===== src/rtl/instruction_fetch.sv =====
// Fetch stage: walks a fetch pointer through synchronous instruction memory and
// buffers fetched words in a small prefetch FIFO ahead of the control matrix.
module instruction_fetch #(
    parameter int ADDR_W  = 8,
    parameter int INSTR_W = 24,
    parameter int DEPTH   = 4
) (
    input  logic               clock,
    input  logic               reset_n,
    output logic               imemRead,
    output logic [ADDR_W-1:0]  imemAddr,
    input  logic [INSTR_W-1:0] imemData,
    input  logic               redirectValid,
    input  logic [ADDR_W-1:0]  redirectAddr,
    output logic               commandValid,
    input  logic               commandReady,
    output logic [INSTR_W-1:0] commandOut,
    output logic [ADDR_W-1:0]  commandAddr,
    output logic [ADDR_W-1:0]  fetchPointer
);

    localparam int PTR_W = $clog2(DEPTH);
    localparam int CNT_W = PTR_W + 1;
    localparam logic [CNT_W:0] SLOTS = (CNT_W + 1)'(DEPTH);

    logic [CNT_W-1:0]   count;
    logic [PTR_W-1:0]   wr_ptr;
    logic [PTR_W-1:0]   rd_ptr;
    logic               inflight;
    logic [ADDR_W-1:0]  addr_d;
    logic [INSTR_W-1:0] data_q [DEPTH];
    logic [ADDR_W-1:0]  addr_q [DEPTH];
    logic [CNT_W:0]     occupancy;
    logic               issue;
    logic               push;
    logic               pop;

    // A read in flight already owns a slot, so issue never overruns the FIFO.
    always_comb begin
        occupancy = {1'b0, count} + {{CNT_W{1'b0}}, inflight};
        issue     = reset_n && !redirectValid && (occupancy < SLOTS);
        push      = inflight && !redirectValid;
        pop       = commandValid && commandReady;
    end

    assign imemRead     = issue;
    assign imemAddr     = fetchPointer;
    assign commandValid = (count != '0);
    assign commandOut   = commandValid ? data_q[rd_ptr] : '0;
    assign commandAddr  = commandValid ? addr_q[rd_ptr] : '0;

    always_ff @(posedge clock or negedge reset_n) begin
        if (!reset_n) begin
            fetchPointer <= '0;
            inflight     <= 1'b0;
            addr_d       <= '0;
            count        <= '0;
            wr_ptr       <= '0;
            rd_ptr       <= '0;
        end else if (redirectValid) begin
            fetchPointer <= redirectAddr;
            inflight     <= 1'b0;
            count        <= '0;
            wr_ptr       <= '0;
            rd_ptr       <= '0;
        end else begin
            inflight <= issue;
            if (issue) begin
                fetchPointer <= fetchPointer + ADDR_W'(1);
                addr_d       <= fetchPointer;
            end
            if (push) wr_ptr <= wr_ptr + PTR_W'(1);
            if (pop) rd_ptr <= rd_ptr + PTR_W'(1);
            count <= count + CNT_W'(push) - CNT_W'(pop);
        end
    end

    // Storage needs no reset: the head is masked whenever count is zero.
    always_ff @(posedge clock) begin
        if (push) begin
            data_q[wr_ptr] <= imemData;
            addr_q[wr_ptr] <= addr_d;
        end
    end

endmodule


===== config.mk =====
export PLATFORM = sky130hd
export DESIGN_NAME = instruction_fetch
export DESIGN_NICKNAME = d
export VERILOG_FILES = /design/src/rtl/instruction_fetch.sv
export SDC_FILE = /design/constraint.sdc
export NUM_CORES = 1
export LEC_CHECK = 0
export ABC_CLOCK_PERIOD_IN_PS = 2520
export CAP_MARGIN = 0
export CORE_MARGIN = 8
export CORE_UTILIZATION = 54
export CTS_CLUSTER_SIZE = 14
export DETAILED_ROUTE_END_ITERATION = 6
export PLACE_DENSITY = 0.75
export SETUP_SLACK_MARGIN = 0.3
export SLEW_MARGIN = 20
export SYNTH_ARGS = -nofsm -noshare
export SYNTH_HDL_FRONTEND = slang
export SYNTH_SLANG_ARGS = --single-unit
export TNS_END_PERCENT = 1

===== constraint.sdc =====
create_clock -name clock -period 2.52 [get_ports clock]
set_input_delay 0.252 -clock clock [delete_from_list [all_inputs] [get_ports clock]]
set_output_delay 0.252 -clock clock [all_outputs]
set_load 0.02 [all_outputs]

Word-level counts from Yosys, hierarchy flattened
Memories as Yosys holds them, arrays and structs flattened.
Cells that the tools add are included.
- bits in registers: 24
- memories: 2
- input port bits: 36
- logic and storage cells: 38
- memory bits (writable): 128
- bitwise logic cells: 1
- magnitude comparators: 1
- reductions and logical operators: 10
- add/subtract/negate cells: 6
- muxes and demuxes: 12
- memories (name ; depth ; bits a word ; read ports ; clocked after Yosys merged registers in ; wr ports ; line ; RTL):
    data_q ; 4 ; 24 ; 1 ; 0 ; 1 ; 31 ; logic [INSTR_W-1:0] data_q [DEPTH];
    addr_q ; 4 ; 8 ; 1 ; 0 ; 1 ; 32 ; logic [ADDR_W-1:0] addr_q [DEPTH];
- operator list (kind ; number):
    2-to-1 mux 24 bit ; 1
    2-to-1 mux 8 bit ; 3
    adder 8 x 1 -> 8 bit, second input constant ; 1
    2-to-1 mux 2 bit ; 4
    nonzero test 2 bit ; 3
    adder 2 x 1 -> 2 bit, second input constant ; 2
    adder 3 x 1 -> 4 bit ; 1
    logical AND 1 bit ; 4
    less-than comparator 4 x 3 -> 1 bit, second input constant ; 1
    adder 3 x 1 -> 3 bit ; 1
    2-to-1 mux 1 bit ; 3
    2-to-1 mux 3 bit ; 1
    nonzero test 3 bit ; 1
    subtractor 3 x 1 -> 3 bit ; 1
    AND reduction 2 bit ; 1
    zero test 1 bit ; 1
    inverter 1 bit ; 1

Depth between registers and ports, before layout
- word-level depth: 5
- mapped depth: 10
- depth with buffers taken out: 9

Worst setup path before layout
OpenSTA, ideal clock, no wires.
- path kind: register to register
- start point: register count[1]
- end point: register count[2]
- stages on the path, launching flop included: 11
- data arrival time: 2.143 ns
- buffers on the path: 1
- slack: 0.245 ns
- clock period less this slack: 2.275 ns
- path through: dfrtp_1 -> or3_1 -> clkbuf_1 -> and2_1 -> ha_1 -> inv_1 -> ha_1 -> inv_1 -> fa_1 -> xnor2_1 -> nor2_1
- longest elaborated chain between the ends: 4
- elaborated cells between the ends (all ways): 5
- ends and longest elaborated chain (what ; line ; RTL):
    start, declared ; 26 ; logic [CNT_W-1:0] count;
    start signal, assigned ; 74 ; count <= count + CNT_W'(push) - CNT_W'(pop);
    parallel branches: the longest is 2 deep, another holds adder 3 x 1 -> 3 bit ; - ;
    subtractor 3 x 1 -> 3 bit * ; 74 ;
    2-to-1 mux 3 bit * ; 60 ; end else if (redirectValid) begin
Every way passes the cells marked *.
A chain may end at the register's enable or synchronous reset.

Worst setup path after layout
- start point: register rd_ptr[0]
- end point: output port commandOut[6]
- longest elaborated chain between the ends: 2
- ends and longest elaborated chain (what ; line ; RTL):
    start, declared ; 28 ; logic [PTR_W-1:0] rd_ptr;
    start signal, assigned ; 73 ; if (pop) rd_ptr <= rd_ptr + PTR_W'(1);
    memory read (4 x 24 bit) ; - ;
    2-to-1 mux 24 bit ; 49 ; assign commandOut = commandValid ? data_q[rd_ptr] : '0;
    end, declared ; 17 ; output logic [INSTR_W-1:0] commandOut,
No other way between the ends.

==> impl_metrics.py <==
metrics = {
    "status": {
        "outcome": "complete, no violations",
    },
    "synthesis": {
        "ys.flop_type": "edfxtp_1",
        "synth_top_cell_by_area": "edfxtp_1",
        "synthCells": 332,
        "netlist_top_cells_count": "edfxtp_1 (128), and2_1 (37), mux4_2 (32)",
        "synth_edf_count": 128,
        "yosys_warnings": 0,
        "synth_seq_cells": 152,
        "yosysSeqAreaShare_pct": 72.2,
        "synth_most_common_cell": "edfxtp_1",
        "async_flop_share_pct": 15.8,
        "synth_area_leaders": "edfxtp_1 (62%), mux4_2 (12%), dfrtp_1 (9.8%)",
        "syn_avg_cell_area_um2": 18.5,
        "syn_nets": 377,
        "syn-cell-area_um2": 6150,
        "synth_top_area_share_pct": 62.5,
        "ys_types": 37,
    },
    "setup_path": {
        "criticalPathCategory": "register to output pin",
        "max_stage_delay_ns": 0.48,
        "end_kind": "output pin",
        "crit_chain": "buf_6, buf_12, buf_4, mux4_2, and2_1, clkbuf_2",
        "arrival_ns": 2.07,
        "worst_ep_required_time_ns": 2.27,
        "critPathBufInv": 4,
        "slowest_stage": "mux4_2",
        "critPathLaunch": "rd_ptr[0]$_DFFE_PN0P_",
        "path_delay_family": "buffers and inverters",
        "r2r-start": "count[1]$_DFF_PN0_",
        "startpoint_type": "register",
        "critPathMaxFanout": 5,
    },
    "sta": {
        "final_hold_viol_count": 0,
        "finalCritPeriodShare_pct": 92.0,
        "max-slew-margin-rel_pct": 73.6,
        "drv_slew": 0,
        "min_period_ns": 2.32,
        "worstMarginPinSlew_ns": 0.396,
        "rsz0062_at_grt": "yes",
        "setup_viol": 0,
        "setup_total_negative_slack_ns": 0,
        "setup_ws_ns": 0.202,
        "fmax_mhz": 431,
        "fin_skew_ns": 0.00787,
    },
    "power": {
        "p_int_uw": 5860,
        "clockPowerShare_pct": 30.9,
        "p_per_area_nw_per_um2": 1040,
        "p_total_uw": 8240,
        "power_frac_seq_pct": 38.0,
        "power_switching_uw": 2380,
        "peakVddDrop_uv": 633,
        "switching_share_pct": 28.9,
        "p_leak_uw": 0.00281,
        "pwr-share-comb_pct": 31.1,
    },
    "placement": {
        "place_congestion": 0.821,
        "hpwlAfterDp_um": 7370,
        "dpl_worst_slack_ns": 0.295,
        "io_buffers": 85,
        "placedInstanceArea_um2": 7230,
    },
    "route": {
        "drc": 0,
        "drtIter0Drc": 270,
        "dr.pass1.iters": 4,
        "wl_per_cell_um": 21.5,
        "drt-total-wl_um": 12700,
        "antenna_left": 0,
        "vias": 3352,
        "routed_via_density": 5.67,
    },
    "cts": {
        "clockRootBuffer": "clkbuf_16",
        "clk_latency_ns": 0.42,
        "numCtsBuffers": 17,
        "htreeDepth": 4,
        "clkSinkCount": 152,
        "holdBufCountCts": 0,
        "cts_tree": "done",
        "clkTransAtPathRegs_ns": 0.06,
        "cts_max_path_buffers": 2,
    },
    "global_route": {
        "grt_start_max_net_pins": 35,
        "overflow": 0,
        "grt_pass1_vias": 3631,
        "grt_pass1_wl_um": 19600,
        "grt_usage_pct": 17.8,
        "antenna_found_initial": 0,
    },
    "final_layout": {
        "multi_input_area_um2": 1570,
        "diodes": 0,
        "final_core_util_pct": 70.2,
        "regArea_um2": 4450,
        "design_area_um2": 7910,
        "nets": 480,
        "drive_gt1_share_pct": 28.3,
        "nFillCells": 717,
        "syn_to_final_growth_pct": 28.5,
    },
    "die": {
        "die_area_um2": 15100,
        "fp-row-count": 39,
        "die_w_um": 123,
        "initial_core_util_pct": 54.6,
        "pin_count": 86,
        "die_y_um": 123,
        "core-area_um2": 11300,
    },
    "min_path": {
        "hold_path.class": "input port to async pin",
    },
    "flow_run": {
        "cap_violations": 0,
    },
}
==> kinds of logic (layout without fill, tap and decap cells) <==
kind of cell	Yosys count	after routing	share of synthesized area (%)
flops	152	152	72.2
simple gates	73	73	6.87
xor+xnor	4	4	0.569
buf+inv	32	148	2.54
fa+ha+maj	9	9	1.95
mux	41	41	13.3
compound gates	21	21	2.50
==> cell usage in the layout (no fill, tap or decap), types with 4 or more instances in the layout <==
cell type,n
buf_6,4
clkbuf_2,20
edfxtp_1,128
clkdlybuf4s15_1,4
a31oi_1,6
mux2_2,8
inv_1,8
buf_12,8
ha_1,8
buf_4,10
clkbuf_1,4
and2_2,4
dlygate4sd2_1,7
nand2_1,5
clkbuf_16,21
mux4_2,32
dfrtp_1,21
nand3_1,5
o31ai_1,4
clkdlybuf4s50_1,51
nor2_1,12
and2_1,30
==> power groups by stage <==
stage	registers [µW]	clock network, µW	logic [µW]
after floorplan	3130	0	1490
after global routing	3160	2680	2770
after detailed placement	3170	0	2510
after CTS	3130	2580	2460
final	3130	2550	2560
after global placement	3150	0	2480
==> flip-flops by register name (all words and copies together) (netlist names) <==
| register | flops |
|---|---|
| fetchPointer | 8 |
| addr_d | 8 |
| rd_ptr | 2 |
| wr_ptr | 2 |
| count | 3 |
| addr_q | 32 |
| data_q | 96 |
| inflight | 1 |
==> final timing paths <==
path                                          endpoint  slack [ns]  cells past startpoint
max in group asynchronous        rd_ptr[0]$_DFFE_PN0P_        1.99                      2
max reg2reg                         count[1]$_DFF_PN0_        0.24                      8
max                                      commandOut[6]        0.20                      6
min in group clock         fetchPointer[1]$_DFFE_PN0P_        0.40                      2
min                                 count[2]$_DFF_PN0_        0.25                      2
min reg2reg                     addr_q[3][0]$_DFFE_PP_        0.52                      0
==> per-stage QoR <==
step	hold slack [ns]	instances
finish	0.247	591
global route	0.274	591
CTS	0.242	584
detailed placement	0.504	549
global placement	0.488	549
floorplan	-0.0436	332
==> per-layer routing <==
| layer | track usage, % | share of wire (%) | vias up |
|---|---|---|---|
| met2 | 29.8 | 50 | 115 |
| met3 | 6.81 | 7.2 | 14 |
| li1 | - | - | 1497 |
| met5 | 0 | 0 | - |
| met1 | 20.1 | 42 | 1726 |
| met4 | 7.77 | 1.6 | 0 |
==> layout make-up <==
class	instances	area share, %
tap	143	2.26
sequential	152	56.3
timing repair buffer	108	13.6
clock buffer	25	6.55
multi-input combinational	148	19.8
clock inverter	7	1.14
inverter	8	0.380
==> timing repair <==
item / in CTS / in global routing
hold endpoints to repair: 0 / 0
cloned: 1 / 2
gates resized for setup: 47 / 53
setup endpoints to repair: 36 / 35
buffers inserted: 2 / 5
Note: power is estimated with default switching activity, not from simulation.
